===== src/rtl/mem_port_arbiter.sv =====
// Two-requester arbiter for the single data-memory port: LSU has fixed priority,
// IFU is forced after STARVE_LIMIT back-to-back LSU grants, one transaction in flight.
module mem_port_arbiter #(
  parameter int ADDR_W       = 32,
  parameter int DATA_W       = 32,
  parameter int MASK_W       = 8,
  parameter int STARVE_LIMIT = 4
) (
  input  logic              clk,
  input  logic              rst_n,

  input  logic              ifu_req_valid,
  output logic              ifu_req_ready,
  input  logic [ADDR_W-1:0] ifu_addr,
  output logic              ifu_resp_valid,
  output logic [DATA_W-1:0] ifu_rdata,

  input  logic              lsu_req_valid,
  output logic              lsu_req_ready,
  input  logic              lsu_wen,
  input  logic [ADDR_W-1:0] lsu_addr,
  input  logic [DATA_W-1:0] lsu_wdata,
  input  logic [MASK_W-1:0] lsu_wmask,
  output logic              lsu_resp_valid,
  output logic [DATA_W-1:0] lsu_rdata,

  output logic              mem_req_valid,
  input  logic              mem_req_ready,
  output logic              mem_wen,
  output logic [ADDR_W-1:0] mem_addr,
  output logic [DATA_W-1:0] mem_wdata,
  output logic [MASK_W-1:0] mem_wmask,
  input  logic              mem_resp_valid,
  input  logic [DATA_W-1:0] mem_rdata,

  output logic              owner,
  output logic              busy
);

  localparam int CNT_W = (STARVE_LIMIT < 1) ? 1 : $clog2(STARVE_LIMIT + 1);
  localparam logic [CNT_W-1:0] LIMIT = CNT_W'(STARVE_LIMIT);

  typedef enum logic [1:0] {
    IDLE  = 2'd0,
    ISSUE = 2'd1,
    WAIT  = 2'd2
  } state_t;

  state_t              state_q, state_d;
  logic                owner_q, owner_d;
  logic [CNT_W-1:0]    starve_cnt_q, starve_cnt_d;
  logic                wen_q, wen_d;
  logic [ADDR_W-1:0]   addr_q, addr_d;
  logic [DATA_W-1:0]   wdata_q, wdata_d;
  logic [MASK_W-1:0]   wmask_q, wmask_d;

  logic                idle;
  logic                any_valid;
  logic                ifu_wins;
  logic                ifu_hs;
  logic                lsu_hs;
  logic                resp_fire;

  always_ff @(posedge clk or negedge rst_n) begin
    if (!rst_n) begin
      state_q      <= IDLE;
      owner_q      <= 1'b0;
      starve_cnt_q <= '0;
      wen_q        <= 1'b0;
      addr_q       <= '0;
      wdata_q      <= '0;
      wmask_q      <= '0;
    end else begin
      state_q      <= state_d;
      owner_q      <= owner_d;
      starve_cnt_q <= starve_cnt_d;
      wen_q        <= wen_d;
      addr_q       <= addr_d;
      wdata_q      <= wdata_d;
      wmask_q      <= wmask_d;
    end
  end

  // Arbitration: ready goes only to the winner and only when someone is asking,
  // so both readies sit at 0 while the port is quiet.
  always_comb begin
    idle      = (state_q == IDLE);
    any_valid = ifu_req_valid | lsu_req_valid;
    ifu_wins  = !lsu_req_valid || (ifu_req_valid && (starve_cnt_q == LIMIT));

    ifu_req_ready = rst_n & idle & any_valid & ifu_wins;
    lsu_req_ready = rst_n & idle & !ifu_wins;

    ifu_hs = ifu_req_ready & ifu_req_valid;
    lsu_hs = lsu_req_ready & lsu_req_valid;
  end

  always_comb begin
    state_d      = state_q;
    owner_d      = owner_q;
    starve_cnt_d = starve_cnt_q;
    wen_d        = wen_q;
    addr_d       = addr_q;
    wdata_d      = wdata_q;
    wmask_d      = wmask_q;

    unique case (state_q)
      IDLE: begin
        if (lsu_hs) begin
          state_d = ISSUE;
          owner_d = 1'b1;
          wen_d   = lsu_wen;
          addr_d  = lsu_addr;
          wdata_d = lsu_wdata;
          wmask_d = lsu_wmask;
          if (ifu_req_valid) begin
            if (starve_cnt_q != LIMIT) starve_cnt_d = starve_cnt_q + 1'b1;
          end else begin
            starve_cnt_d = '0;
          end
        end else if (ifu_hs) begin
          state_d      = ISSUE;
          owner_d      = 1'b0;
          wen_d        = 1'b0;
          addr_d       = ifu_addr;
          wdata_d      = '0;
          wmask_d      = '0;
          starve_cnt_d = '0;
        end
      end
      ISSUE: begin
        // Any response arriving before the request is taken is not ours.
        if (mem_req_ready) state_d = WAIT;
      end
      WAIT: begin
        if (mem_resp_valid) state_d = IDLE;
      end
      default: state_d = IDLE;
    endcase
  end

  // Response routing is combinational back to whichever side owns the slot.
  always_comb begin
    resp_fire      = rst_n & (state_q == WAIT) & mem_resp_valid;
    ifu_resp_valid = resp_fire & !owner_q;
    lsu_resp_valid = resp_fire & owner_q;
    ifu_rdata      = ifu_resp_valid ? mem_rdata : '0;
    lsu_rdata      = lsu_resp_valid ? mem_rdata : '0;
  end

  always_comb begin
    mem_req_valid = rst_n & (state_q == ISSUE);
    mem_wen       = wen_q;
    mem_addr      = addr_q;
    mem_wdata     = wdata_q;
    mem_wmask     = wmask_q;
    owner         = owner_q;
    busy          = rst_n & (state_q != IDLE);
  end

endmodule


===== config.mk =====
export PLATFORM = sky130hd
export DESIGN_NAME = mem_port_arbiter
export DESIGN_NICKNAME = d
export VERILOG_FILES = /design/src/rtl/mem_port_arbiter.sv
export SDC_FILE = /design/constraint.sdc
export NUM_CORES = 1
export LEC_CHECK = 0
export ABC_CLOCK_PERIOD_IN_PS = 2000
export BUFFER_PORTS_ARGS = -buffer_cell sky130_fd_sc_hd__buf_2
export CAP_MARGIN = 25
export CORE_AREA = 4 4 110 112
export CTS_BUF_LIST = sky130_fd_sc_hd__clkbuf_16
export DETAILED_ROUTE_END_ITERATION = 6
export DIE_AREA = 0 0 114 116
export GPL_TIMING_DRIVEN = 0
export PLACE_DENSITY = 0.7
export SLEW_MARGIN = 30
export SYNTH_ARGS = -nofsm -noshare
export SYNTH_HDL_FRONTEND = slang
export SYNTH_SLANG_ARGS = --single-unit

===== constraint.sdc =====
create_clock -name clk -period 2 [get_ports clk]
set_input_delay 0 -clock clk [delete_from_list [all_inputs] [get_ports clk]]
set_output_delay 0 -clock clk [all_outputs]
set_load 0.01 [all_outputs]

==> flow_summary.ini <==
[layout]
final_core_util_pct = 58.2
final_area_um2 = 6530
layout_common_cells = 290 x buf_2, 77 x dfrtp_1, 64 x and2_1
n_antenna_cell = 0
nets = 883
area_growth_pct = 64.0
fill_cells = 960
final_common_cell = buf_2
drive_gt1_share_pct = 43.8

[critical_path]
worstPathRequired_ns = 2.00
cp_num_buf_inv = 3
arrival_ns = 1.84
crit_top_cell = buf_6
slowest_stage = dfrtp_2
path_class = reg2out
startpoint_type = flip-flop
cp_max_fo = 10
slowest_delay_ns = 0.45
cp_cell_sequence = nor3b_4 > o21ai_4 > buf_6 > buf_6 > a21oi_2 > buf_2
endpoint_kind = primary output
cpLargestDelayFamily = buffers and inverters

[route]
vias = 4494
drt_wl_total_um = 15400
drt_pass1_iterations = 5
routed_via_density = 5.08
avgRoutedWirePerCell_um = 17.4
ant_nets = 0
first_iter_violations = 399
drc = 0

[logic_synthesis]
synth_cell_type_count = 27
synth_area_leaders = dfrtp_1 50%, and2_1 10%, a22o_1 9.5%, nor3b_1 6.0%, o31ai_1 6.0%
seq_area_frac_synth_pct = 49.7
syn_nets = 532
yosysTopAreaCellShare_pct = 49.7
yosysTopAreaCell = dfrtp_1
ys_ff_latch = 79
syn-cell-area_um2 = 3980
synth_warnings = 0
synth.avg_cell_area_um2 = 10.3
postSynthCellCount = 387

[global_routing]
grt_pass1_vias = 4417
grt_max_degree = 56
antenna_found_initial = 0
use_met2_pct = 34.9
met1_usage_pct = 30.4
overflow = 0
grt.met3_usage_pct = 5.12
grt_pass1_wl_um = 23000
busiest_layer = met2
grt_use_total_pct = 21.9

[placement]
dp_hpwl_um = 11300
gp_congestion = 0.887
dpl_cell_area_um2 = 5620
place_ws_ns = 0.0848
portBuffers = 285

[pwr]
p_comb_share_pct = 40.2
seqPwrFrac_pct = 37.4
p_clk_share_pct = 22.5
intPower_mw = 4.87
power.switching_mw = 2.68
netSwitchingFraction_pct = 35.5
peakVddDrop_mv = 0.627
powerDensity_nw_per_um2 = 1160
leakage_nw = 3.46

[timing]
tightest_slew_ns = 0.513
rsz0062_at_grt = no
finalMaxSlewViolations = 0
finalClockSkew_ns = 0.0101
hold-worst-slack_ns = 0.00534
setup_viol = 0
hold_viol_final = 0
setup_ws_ns = 0.162
fin_setup_tns_ns = 0
period_share_pct = 91.9
fmax_ghz = 0.544
post-route-min-period_ns = 1.84
slew_headroom_pct = 65.8

[floorplan]
die_w_um = 114
initial_core_util_pct = 35.5
core-area_um2 = 11200
die_area_um2 = 13200
die_h_um = 116
row_count = 39
io_pins = 287

[clock_tree]
clock_latency_ns = 0.33
cts_tree = yes
cts_root_buffer = clkbuf_16
ctsHtreeMaxLevel = 3
cts_buffer_depth = 2
clock_sinks = 79
numCtsBuffers = 9
clk_pin_slew_ns = 0.06

[status]
status = complete, no violations

[min_path]
min_path_type = in2reg

[job]
max_cap_violations = 0
## layer usage
layer  vias up  part of all wire (%)
met5         -                     0
met4         0                   1.5
met3        24                   7.2
met2       199                    48
met1      2139                    44
li1       2132                     -
## Yosys cell counts
| cell | number |
|---|---|
| nor2_1 | 5 |
| dfrtp_1 | 79 |
| o21ai_1 | 1 |
| nand2b_1 | 2 |
| and3_1 | 2 |
| inv_1 | 4 |
| and2_1 | 64 |
| a31oi_1 | 32 |
| a32o_1 | 2 |
| nor3b_1 | 32 |
| nand3_1 | 1 |
| ha_1 | 2 |
| o21ai_0 | 32 |
| buf_2 | 9 |
| or3b_1 | 1 |
| buf_6 | 1 |
| and4_1 | 1 |
| a21o_1 | 1 |
| o21ai_2 | 1 |
| o22ai_1 | 1 |
| a21oi_1 | 1 |
| clkbuf_1 | 33 |
| nor3b_4 | 1 |
| a22o_1 | 43 |
| and4b_1 | 1 |
| o31ai_1 | 32 |
| nor2b_1 | 3 |
## cell type report
| cell class | count | area [um2] | share of cell area (%) |
|---|---|---|---|
| Multi-Input combinational cell | 261 | 1830 | 28.1 |
| Clock buffer | 9 | 225 | 3.45 |
| Sequential cell | 79 | 1980 | 30.3 |
| Tap cell | 143 | 179 | 2.74 |
| Clock inverter | 6 | 80.1 | 1.23 |
| Buffer | 41 | 191 | 2.93 |
| Timing Repair Buffer | 342 | 2030 | 31.0 |
| Inverter | 4 | 15.0 | 0.230 |
## worst min-delay path, delay by kind of cell
family | cells | cell delay [ns]
AO/OA/AOI/OAI | 1 | 0.18
buffers and inverters | 1 | 0.08
AND/OR/NAND/NOR | 1 | 0.04
## registers in the layout (all words and copies together), names as in the netlist
signal	cells
state_q	2
mem_wmask	8
mem_wen	1
owner	1
mem_addr	32
mem_wdata	32
starve_cnt_q	3
## metrics by stage
step / power, mW / cells
CTS: 7.56 / 886
floorplan: 4.34 / 387
finish: 7.55 / 885
global placement: 5.64 / 815
global route: 8.04 / 885
detailed placement: 5.72 / 816
## cells by family after synthesis
| family | synth area share, % |
|---|---|
| fa+ha+maj | 0.628 |
| flops | 49.7 |
| compound gates | 25.9 |
| simple gates | 19.0 |
| buf+inv | 4.90 |
## timing repair
item	CTS	global route
hold endpoints to repair	131	0
pin swaps	1	1
buffers inserted	1	1
setup endpoints to repair	2	82
resized for setup	3	26
hold buffers	54	0
## power groups by stage
stage | sequential (mW) | clock [mW] | combinational [mW]
2_1_floorplan | 3.14 | 0 | 1.21
4_1_cts | 2.81 | 1.73 | 3.02
5_1_grt | 2.91 | 1.81 | 3.31
3_3_place_gp | 2.80 | 0 | 2.85
6_report | 2.82 | 1.69 | 3.03
3_5_place_dp | 2.80 | 0 | 2.92
## final timing paths
kind,slack [ns],end,depth (start not counted),from
max in group asynchronous,1.30,mem_wdata[13]$_DFFE_PN0P_,4,rst_n
hold / removal,0.005,mem_addr[16]$_DFFE_PN0P_,3,lsu_addr[16]
hold reg to reg,0.50,mem_wdata[26]$_DFFE_PN0P_,1,mem_wdata[26]$_DFFE_PN0P_
min in group asynchronous,0.19,mem_addr[0]$_DFFE_PN0P_,3,rst_n
setup reg to reg,0.21,mem_addr[10]$_DFFE_PN0P_,7,starve_cnt_q[0]$_DFFE_PN0P_
setup / recovery,0.16,ifu_req_ready,6,state_q[0]$_DFFE_PN0P_
No activity file was read; power rests on OpenSTA's default activity.
